File: config.mk
export PLATFORM = sky130hd
export DESIGN_NAME = pipeline_ctrl
export DESIGN_NICKNAME = d
export VERILOG_FILES = /design/src/rtl/pipeline_ctrl.sv
export SDC_FILE = /design/constraint.sdc
export NUM_CORES = 1
export LEC_CHECK = 0
export CORE_MARGIN = 2
export CORE_UTILIZATION = 54
export CTS_BUF_LIST = sky130_fd_sc_hd__clkbuf_8
export DETAILED_ROUTE_END_ITERATION = 8
export GPL_ROUTABILITY_DRIVEN = 1
export MAX_ROUTING_LAYER = met4
export PLACE_DENSITY = 0.88
export SYNTH_ARGS = -nofsm -noshare
export SYNTH_HDL_FRONTEND = slang
export SYNTH_SLANG_ARGS = --single-unit
File: constraint.sdc
create_clock -name clock_i -period 3 [get_ports clock_i]
set_input_delay 0.75 -clock clock_i [delete_from_list [all_inputs] [get_ports clock_i]]
set_output_delay 0.75 -clock clock_i [all_outputs]
set_load 0.005 [all_outputs]
File: src/rtl/pipeline_ctrl.sv
// Pipeline hazard and redirect controller: builds the per-stage stall vector,
// sequences exception/ERET flushes around outstanding bus traffic, counts stalled cycles.
module pipeline_ctrl #(
  parameter logic [31:0] EXC_VECTOR = 32'hBFC00380,
  parameter int unsigned CNT_W      = 16
) (
  input  logic             clock_i,
  input  logic             reset_i,
  input  logic             inst_busy_i,
  input  logic             load_use_i,
  input  logic             exe_busy_i,
  input  logic             data_busy_i,
  input  logic             exc_req_i,
  input  logic             eret_req_i,
  input  logic [31:0]      epc_i,
  input  logic             perf_clear_i,
  output logic [3:0]       stall_o,
  output logic             flush_o,
  output logic             redirect_valid_o,
  output logic [31:0]      redirect_pc_o,
  output logic [CNT_W-1:0] stall_cycles_o
);

  typedef enum logic [1:0] {
    RUN      = 2'd0,
    WAIT_BUS = 2'd1,
    FLUSH    = 2'd2
  } state_t;

  state_t           r_state;
  logic [31:0]      r_target;
  logic             r_flush;
  logic             r_redirect_valid;
  logic [31:0]      r_redirect_pc;
  logic [CNT_W-1:0] r_stall_cycles;

  logic             w_bus_busy;
  logic             w_req;
  logic [31:0]      w_new_target;
  logic [3:0]       w_stall;

  assign w_bus_busy   = inst_busy_i | data_busy_i;
  assign w_req        = exc_req_i | eret_req_i;
  assign w_new_target = exc_req_i ? EXC_VECTOR : epc_i;

  // Stall vector: each stage also stalls when any later stage does.
  always_comb begin
    w_stall = 4'b0000;
    if (!reset_i) begin
      case (r_state)
        RUN: begin
          w_stall[3] = data_busy_i;
          w_stall[2] = w_stall[3] | exe_busy_i;
          w_stall[1] = w_stall[2] | load_use_i;
          w_stall[0] = w_stall[1] | inst_busy_i;
        end
        WAIT_BUS: w_stall = 4'b1111;
        default:  w_stall = 4'b0000;
      endcase
    end
  end

  // Redirect sequencer; flush/redirect outputs are registered on entry to FLUSH.
  always_ff @(posedge clock_i) begin
    if (reset_i) begin
      r_state          <= RUN;
      r_target         <= 32'h0;
      r_flush          <= 1'b0;
      r_redirect_valid <= 1'b0;
      r_redirect_pc    <= 32'h0;
    end else begin
      case (r_state)
        RUN: begin
          r_flush          <= 1'b0;
          r_redirect_valid <= 1'b0;
          if (w_req) begin
            r_target <= w_new_target;
            if (w_bus_busy) begin
              r_state <= WAIT_BUS;
            end else begin
              r_state          <= FLUSH;
              r_flush          <= 1'b1;
              r_redirect_valid <= 1'b1;
              r_redirect_pc    <= w_new_target;
            end
          end
        end
        WAIT_BUS: begin
          r_flush          <= 1'b0;
          r_redirect_valid <= 1'b0;
          if (!w_bus_busy) begin
            r_state          <= FLUSH;
            r_flush          <= 1'b1;
            r_redirect_valid <= 1'b1;
            r_redirect_pc    <= r_target;
          end
        end
        default: begin
          r_state          <= RUN;
          r_flush          <= 1'b0;
          r_redirect_valid <= 1'b0;
        end
      endcase
    end
  end

  // Saturating stalled-cycle counter; clear wins over increment.
  always_ff @(posedge clock_i) begin
    if (reset_i || perf_clear_i) begin
      r_stall_cycles <= '0;
    end else if ((w_stall != 4'b0000) && (r_stall_cycles != {CNT_W{1'b1}})) begin
      r_stall_cycles <= r_stall_cycles + CNT_W'(1);
    end
  end

  assign stall_o          = w_stall;
  assign flush_o          = r_flush;
  assign redirect_valid_o = r_redirect_valid;
  assign redirect_pc_o    = r_redirect_pc;
  assign stall_cycles_o   = r_stall_cycles;

endmodule

==> flow_metrics.py, run 1 <==
metrics = {
    "cts": {
        "clkTransAtPathRegs_ns": 0.08,
        "root_buffer": "clkbuf_8",
        "cts_buffers": 9,
        "cts_tree": "built",
        "clock-sinks": 83,
        "cts-htree-levels": 3,
        "worstSkewPairLatency_ns": 0.34,
        "clockBufferDepth": 2,
    },
    "synth": {
        "synth-seq-cells": 83,
        "synth_fp_nets": 485,
        "ys.warnings.count": 0,
        "synthesis.area_sq_um": 3707,
        "yosysTopAreaCellShare_pct": 44.82,
        "synth_edf_count": 0,
        "synth.distinct_cells": 41,
        "synth_top_cell_by_area": "dfxtp_1",
        "avgSynthCellArea_sq_um": 8.369,
        "synthTopCellsByArea": "dfxtp_1, nand2_1, a211oi_1, mux2i_1, a21oi_1",
        "synth_seq_area_share_pct": 44.82,
        "synthArstFlopShare_pct": 0,
        "ys.flop_type": "dfxtp_1",
        "postSynthCellCount": 443,
    },
    "routing": {
        "routed_via_density": 5.811,
        "wl_mm": 9.207,
        "drcViolationCount": 0,
        "wl_per_cell_um": 15.00,
        "vias": 3568,
        "antenna_left": 0,
        "drtPass1Iterations": 4,
        "drt_iter0_markers": 219,
    },
    "placed_design": {
        "place.gp.congestion": 0.8946,
        "placedCellCount": 595,
        "place_area_sq_um": 4698,
        "dp_hpwl_mm": 6.050,
        "port_buffers": 94,
        "pre_cts_ws_ns": -0.1622,
    },
    "timing": {
        "period_needed_ns": 2.960,
        "fin_worst_skew_ns": 0.007902,
        "slew_headroom_pct": 27.03,
        "tightestPinTransition_ns": 1.095,
        "fmaxAchievable_mhz": 337.9,
        "post-route-period-util_pct": 98.65,
        "hold_viol": 0,
        "setup_viol_count_final": 0,
        "slew_viol_final": 0,
        "fin_ws_ns": 0.04043,
    },
    "final_layout": {
        "drive_above_1_share_pct": 8.255,
        "area_delta_synth_final_pct": 34.42,
        "final_cell_mix": "clkdlybuf4s50_1, dfxtp_1, nand2_1, nor2_1, a21oi_1",
        "final_common_cell": "clkdlybuf4s50_1",
        "final_nets": 570,
        "final_cell_count_no_fill": 614,
        "final_area_sq_um": 4984,
    },
    "floorplanning": {
        "rows": 30,
        "fp.coreArea_sq_um": 6719,
        "start_util_pct": 55.18,
        "floorplan.die_area_sq_um": 7544,
        "dieHeight_um": 86.86,
        "ios": 95,
        "die_w_um": 86.86,
    },
    "setup_path": {
        "crit_start": "data_busy_i",
        "r2r_setup_slack_ns": 1.02,
        "arrival_ns": 2.21,
        "startpoint_type": "primary input",
        "path_class": "primary input to output pin",
        "worstReg2RegEnd": "redirect_pc_o[16]",
        "r2r_start": "r_state[1]",
        "cp.required_ns": 2.25,
        "path_max_fanout": 2,
        "reg2reg_depth": 3,
        "end_kind": "output pin",
        "cp-endpoint": "stall_o[0]",
    },
    "global_route": {
        "grt_start_max_net_pins": 69,
        "first_global_vias": 3278,
        "grt_first_pass_wirelength_mm": 14.71,
        "grt_overflow": 0,
        "antenna_found_initial": 0,
        "track_usage_pct": 25.13,
    },
    "worst_hold_path": {
        "hold_class": "flip-flop to flip-flop",
    },
    "pwr": {
        "power.leakage_nw": 1.804,
        "power_density_nw_per_um2": 526.4,
        "ir_drop_mv": 0.3130,
    },
    "run_status": {
        "status": "completed",
    },
    "flow_run": {
        "drv_cap": 0,
    },
}
[logic make-up (layout without fill, tap and decap cells)]
group                    count (synthesis)  after routing  share of synthesized area (%)
multiplexers                            23             23                          6.210
AO/OA/AOI/OAI                          109            109                          19.54
AND/OR/NAND/NOR                        187            187                          24.33
flip-flops                              83             83                          44.82
other                                    0              1                              0
buffers and inverters                   40            130                          4.758
adder cells (fa/ha/maj)                  1              1                         0.3374
[sequential cells by signal (all words and copies together), names as in the netlist]
name	flops
r_state	2
redirect_pc_o	32
stall_cycles_o	16
r_target	32
redirect_valid_o	1
[repair_timing]
action	4_1_cts	5_1_grt
setup endpoints to repair	2	1
hold buffers	0	0
pin swaps	3	1
gates cloned	0	0
gates resized for setup	2	2
buffers inserted	2	0
[worst max-delay path, stage by stage]
cell	delay [ns]
clkdlybuf4s50_1	0.44
or4_4	0.55
o21ai_4	0.16
inv_2	0.06
dlygate4sd2_1	0.26
[through the flow]
step	hold WS, ns	util, %	power, mW	setup TNS, ns
after global placement	0.4405	69.93	1.592	-0.1537
after global routing	0.4779	74.13	2.727	-0.0001035
after detailed placement	0.4460	69.93	1.604	-0.1754
after floorplan	0.4357	-	1.425	0
after CTS	0.4578	74.04	2.639	0
final	0.4543	74.17	2.624	0
[worst min path at each step]
stage | slack, ns | from | endpoint | cells past startpoint
6_report | 0.45 | redirect_pc_o[24] | redirect_pc_o[24] | 2
2_1_floorplan | 0.44 | r_target[0] | r_target[0] | 2
3_5_place_dp | 0.45 | r_target[3] | r_target[3] | 2
3_3_place_gp | 0.44 | r_target[4] | r_target[4] | 2
4_1_cts | 0.46 | redirect_pc_o[9] | redirect_pc_o[9] | 2
5_1_grt | 0.48 | r_target[30] | r_target[30] | 2
[synth_stat cells (2+ instances only)]
master / number
buf_4: 3
buf_2: 6
inv_1: 3
o21a_1: 2
o211ai_1: 12
nor2_1: 50
nor4_1: 4
or4_1: 11
nand4_1: 4
dfxtp_1: 83
nor4_2: 2
a21oi_1: 44
nand2_1: 73
or3_1: 3
nor2b_1: 20
clkbuf_1: 25
a211oi_1: 32
mux2i_1: 23
o31ai_1: 9
o21ai_0: 4
nand2b_1: 2
nand3_1: 6
nor3_1: 4
[cell type report]
cell class | count | area [sq um]
sequential | 83 | 1662
clock inverter | 7 | 140.1
clock buffer | 9 | 123.9
multi-input combinational | 320 | 1881
fill | 482 | 1735
tap | 80 | 100.1
inverter | 4 | 15.01
timing repair buffer | 110 | 1060
antenna | 1 | 2.502
[power by group]
group | total [mW] | switching, mW | internal [mW]
clock | 1.04 | 0.403 | 0.639
sequential | 1.20 | 0.0353 | 1.16
combinational | 0.383 | 0.188 | 0.195
total | 2.62 | 0.626 | 2.00
[per-layer routing]
metal,GRT usage (%),wire [um]
met5,-,0
met4,11.22,218
met3,3.602,393
met2,40.53,4732
met1,31.33,3863
No activity file was read; power rests on OpenSTA's default activity.
==> run 2, diff against run 1 <==
Settings changed: ABC_CLOCK_PERIOD_IN_PS set to 3000, CELL_PAD_IN_SITES_DETAIL_PLACEMENT set to 2, CELL_PAD_IN_SITES_GLOBAL_PLACEMENT set to 2, CORE_UTILIZATION 54 to 31, PLACE_DENSITY 0.88 to 0.87.
==> run 2 against run 1 <==
Design area rose by 0.80%. Register-to-register slack got worse by 0.41 ns. Global-route usage shrank 4.4 points. Core utilization fell by 31 points.
==> flow_metrics.py, run 2 (same netlist as run 1, synthesis figures left out) <==
metrics = {
    "run_status": {
        "status": "completed",
    },
    "timing": {
        "fmaxAchievable_mhz": 339.1,
        "fin_worst_skew_ns": 0.01002,
        "rsz0062_at_grt": "no",
        "hold_viol": 0,
        "post-route-period-util_pct": 98.29,
        "tightestPinTransition_ns": 0.8960,
        "fin_ws_ns": 0.05144,
        "setup_viol_count_final": 0,
        "slew_headroom_pct": 39.77,
        "period_needed_ns": 2.949,
        "slew_viol_final": 0,
    },
    "pwr": {
        "power_density_nw_per_um2": 489.4,
        "ir_drop_mv": 0.1806,
        "power.leakage_nw": 1.777,
        "p_total_mw": 2.458,
    },
    "routing": {
        "drt_iter0_markers": 103,
        "drcViolationCount": 0,
        "vias": 3602,
        "antenna_left": 0,
        "wl_mm": 12.45,
        "wl_met2_mm": 6.677,
        "wl_per_cell_um": 18.42,
        "dr_wl_met3_um": 240,
        "wl_met1_mm": 5.387,
        "routed_via_density": 5.328,
        "drtPass1Iterations": 4,
        "dr.max_layer_used": "met4",
    },
    "final_layout": {
        "register_area_sq_um": 1662,
        "final_core_util_pct": 43.44,
        "antennaDiodeCount": 0,
        "final_nets": 570,
        "fill_cells": 1309,
        "area_delta_synth_final_pct": 35.50,
        "multi_input_area_sq_um": 1882,
        "drive_above_1_share_pct": 8.443,
        "final_common_cell": "clkdlybuf4s50_1",
        "final_cell_mix": "clkdlybuf4s50_1, dfxtp_1, nand2_1, nor2_1, a21oi_1",
    },
    "cts": {
        "root_buffer": "clkbuf_8",
        "hold_buffers": 0,
        "cts_buffers": 9,
        "worstSkewPairLatency_ns": 0.36,
        "clock-sinks": 83,
        "cts-htree-levels": 3,
        "clkTransAtPathRegs_ns": 0.08,
        "clockBufferDepth": 2,
        "cts_tree": "built",
    },
    "floorplanning": {
        "floorplan.die_area_sq_um": 12850,
        "ios": 95,
        "dieHeight_um": 113.4,
        "start_util_pct": 32.06,
        "die_w_um": 113.4,
        "fp.coreArea_sq_um": 11560,
        "rows": 39,
    },
    "global_route": {
        "grt_overflow": 0,
        "grt_start_max_net_pins": 69,
        "first_global_vias": 3966,
        "antenna_found_initial": 0,
        "track_usage_pct": 20.69,
        "grt_first_pass_wirelength_mm": 20.37,
    },
    "worst_hold_path": {
        "min_from": "redirect_pc_o[27]",
        "hold_class": "flip-flop to flip-flop",
        "holdPathStages": 2,
        "hold_end": "redirect_pc_o[27]",
    },
    "setup_path": {
        "slowest_delay_ns": 0.55,
        "r2r_start": "stall_cycles_o[2]",
        "crit_path_top_delay_cell": "or4_4",
        "r2r_setup_slack_ns": 0.61,
        "reg2reg_depth": 5,
        "arrival_ns": 2.20,
        "path_max_fanout": 2,
        "cp_cell_sequence": "clkdlybuf4s50_1, or4_4, o21ai_4, inv_2, dlygate4sd2_1",
        "path_class": "primary input to output pin",
        "startpoint_type": "primary input",
        "cp.required_ns": 2.25,
        "worstReg2RegEnd": "stall_cycles_o[10]",
        "end_kind": "output pin",
    },
    "placed_design": {
        "pre_cts_ws_ns": -0.1329,
        "dp_hpwl_mm": 8.514,
        "place.gp.congestion": 0.8469,
        "port_buffers": 94,
    },
    "flow_run": {
        "drv_cap": 0,
    },
}
==> run 2: changes by cell type in the layout (fill, tap and decap cells not counted) <==
cell | before | now
bufinv_16 | 4 | 1
buf_12 | 0 | 2
buf_4 | 15 | 13
clkbuf_8 | 9 | 11
clkdlybuf4s50_1 | 90 | 91
clkinv_2 | 1 | 2
clkinv_4 | 0 | 1
diode_2 | 1 | 0
dlymetal6s2s_1 | 1 | 0
inv_8 | 1 | 0
o21a_1 | 2 | 1
o21a_2 | 0 | 1
==> run 2: what timing repair did <==
action                     4_1_cts  5_1_grt
setup buffers                    1        0
setup endpoints to repair        2        2
pin swaps                        2        2
gates resized for setup          2        1
gates cloned                     0        0
==> run 2: power breakdown <==
group / switching (mW) / leakage, nW / total, mW / internal (mW)
sequential: 0.0397 / 0.679 / 1.20 / 1.16
clock: 0.421 / 0.110 / 0.848 / 0.426
combinational: 0.207 / 0.987 / 0.407 / 0.200
==> run 2: worst max path at each step <==
stage	start	end	slack [ns]	cells after the start
floorplan	data_busy_i	stall_o[0]	0.46	5
global placement	inst_busy_i	stall_o[0]	-0.1	5
detailed placement	inst_busy_i	stall_o[0]	-0.13	5
CTS	data_busy_i	stall_o[0]	0.03	5
global route	data_busy_i	stall_o[2]	0.009	5
finish	exe_busy_i	stall_o[0]	0.05	5
==> run 2: critical path, delay by kind of cell <==
kind	cells	cell delay, ns
compound gates	1	0.15
buf+inv	3	0.75
simple gates	1	0.55
==> run 2: routing by layer <==
metal / track usage (%) / vias up
met5: - / -
met4: 6.667 / 0
met3: 2.464 / 11
met2: 37.56 / 58
met1: 23.68 / 1790
li1: - / 1743
==> run 2: cell type report <==
class,count,area share (%)
flip-flops and latches,83,33.08
repair buffers,110,21.54
inverters,4,0.2989
well taps,143,3.562
clock inverters,5,1.046
multi-input cells,320,37.46
clock buffers,11,3.014
==> run 2: metrics by stage <==
step                cell area [sq um]  TNS, ns  hold slack (ns)  instances
floorplan                        3707        0           0.4357        443
global placement                 4811  -0.1377           0.4403        659
detailed placement               4811  -0.1819           0.4473        659
CTS                              5020        0           0.4580        676
global route                     5024        0           0.4877        676
finish                           5024        0           0.4557        676
==> run 3, diff against run 2 <==
Settings changed: CORE_MARGIN 2 to unset.
==> run 3 against run 2 <==
Design area down 0.65%. Critical endpoint unchanged. Fmax up 0.97%. Largest power group unchanged. Clock power down 5.2%. Global-route usage down 0.21 points. Clock skew up 0.0070 ns. Setup slack better by 0.028 ns. Sequential cell count unchanged. Core utilization down 0.098 points. Cell count down 0.30%. Register-to-register slack better by 0.15 ns. Total power down 2.2%. The flow now finishes with violations (DRC). Sequential share of layout area up 0.22 points.
==> flow_metrics.py, run 3 (same netlist as run 1, synthesis figures left out) <==
metrics = {
    "pwr": {
        "power.leakage_nw": 1.765,
        "power_density_nw_per_um2": 481.5,
        "ir_drop_mv": 0.1540,
        "p_total_mw": 2.403,
    },
    "placed_design": {
        "placedCellCount": 659,
        "port_buffers": 94,
        "dp_hpwl_mm": 8.159,
        "place.gp.congestion": 0.7953,
    },
    "final_layout": {
        "drive_above_1_share_pct": 8.098,
        "final_nets": 569,
        "final_cell_count_no_fill": 674,
        "area_delta_synth_final_pct": 34.63,
        "final_cell_mix": "clkdlybuf4s50_1, dfxtp_1, nand2_1, nor2_1, a21oi_1",
        "antennaDiodeCount": 0,
        "final_common_cell": "clkdlybuf4s50_1",
        "fill_cells": 1279,
    },
    "routing": {
        "wl_per_cell_um": 17.52,
        "antenna_left": 0,
        "vias": 3575,
        "routed_via_density": 5.304,
        "drcViolationCount": 10,
        "drt_iter0_markers": 120,
        "wl_mm": 11.81,
        "drtPass1Iterations": 6,
    },
    "run_status": {
        "status": "complete, but fails checks",
        "violations": "DRC",
    },
    "timing": {
        "period_needed_ns": 2.920,
        "tightestPinTransition_ns": 0.9571,
        "setup_viol_count_final": 0,
        "fmaxAchievable_mhz": 342.5,
        "fin_worst_skew_ns": 0.01699,
        "rsz0062_at_grt": "no",
        "slew_headroom_pct": 35.66,
        "hold_viol": 0,
        "post-route-period-util_pct": 97.34,
        "slew_viol_final": 0,
    },
    "setup_path": {
        "path_max_fanout": 2,
        "r2r_start": "stall_cycles_o[2]",
        "arrival_ns": 2.17,
        "end_kind": "output pin",
        "path_class": "primary input to output pin",
        "crit_start": "data_busy_i",
        "cp.required_ns": 2.25,
        "startpoint_type": "primary input",
    },
    "cts": {
        "postCtsSetupBuffers": 0,
        "cts_tree": "built",
        "worstSkewPairLatency_ns": 0.35,
        "clockBufferDepth": 2,
        "clkTransAtPathRegs_ns": 0.09,
        "cts-htree-levels": 3,
        "root_buffer": "clkbuf_8",
        "cts_buffers": 9,
        "clock-sinks": 83,
    },
    "worst_hold_path": {
        "hold_class": "flip-flop to flip-flop",
        "min_from": "redirect_pc_o[28]",
    },
    "floorplanning": {
        "ios": 95,
        "die_w_um": 111.4,
        "start_util_pct": 32.19,
        "floorplan.die_area_sq_um": 12400,
        "rows": 39,
        "fp.coreArea_sq_um": 11520,
        "dieHeight_um": 111.4,
    },
    "global_route": {
        "first_global_vias": 3934,
        "track_usage_pct": 20.48,
        "antenna_found_initial": 0,
        "grt_start_max_net_pins": 69,
        "grt_first_pass_wirelength_mm": 19.70,
        "grt_overflow": 0,
    },
    "flow_run": {
        "drv_cap": 0,
    },
}
[run 3: cell types whose count changed in the layout (fill, tap and decap cells not counted)]
cell,previous run,this run
buf_4,13,14
buf_6,1,0
clkinv_2,2,1
clkbuf_8,11,10
clkinvlp_4,0,1
dlymetal6s2s_1,0,1
buf_12,2,1
clkdlybuf4s50_1,91,90
[run 3: repair_timing]
| item | CTS | global route |
|---|---|---|
| resized for setup | 2 | 1 |
| pin swaps | 2 | 0 |
| setup endpoints to repair | 1 | 1 |
| hold buffers | 0 | 0 |
[run 3: where the power goes]
group          internal, mW  switching, mW  total, mW
Combinational         0.196          0.203      0.399
Clock                 0.401          0.404      0.804
Sequential             1.16         0.0364       1.20
Total                  1.76          0.643       2.40
[run 3: path summary, 6_finish.rpt]
path              slack [ns]                 to  cells past startpoint
hold / removal          0.46  redirect_pc_o[28]                      2
setup / recovery        0.08         stall_o[0]                      5
setup reg to reg        0.76  stall_cycles_o[8]                      5
hold reg to reg         0.46  redirect_pc_o[28]                      2
[run 3: metrics by stage]
step                      TNS [ns]  worst slack (ns)  cell area, sq um  hold WS, ns  util, %
after CTS                        0          0.005401              4989       0.4665    43.32
final                            0           0.07987              4991       0.4613    43.34
after global placement    -0.09737          -0.09737              4798       0.4408    41.67
after floorplan                  0            0.4573              3707       0.4357        -
after global routing             0           0.03910              4991       0.4884    43.34
after detailed placement   -0.1205           -0.1205              4798       0.4553    41.67
[run 3: metal layers]
metal	GRT usage [%]	share of wire, %	vias up	wire length (um)
met2	37.33	54	53	6360
met1	22.69	42	1775	5000
li1	-	-	1736	-
met5	-	0	-	0
met3	2.667	2.5	11	290
met4	7.658	1.3	0	157
[run 3: area by class of cell]
type	count	area (sq um)	share of cell area [%]
Multi-Input combinational cell	320	1882	37.70
Sequential cell	83	1662	33.29
Timing Repair Buffer	109	1061	21.26
Tap cell	143	178.9	3.585
Clock buffer	10	137.6	2.758
Clock inverter	5	55.05	1.103
Inverter	4	15.01	0.3008
[run 3: worst max-delay path, stage by stage]
cell and delay, ns:
clkdlybuf4s50_1 0.43, or4_4 0.52, o21ai_4 0.17, inv_2 0.05
dlygate4sd2_1 0.25
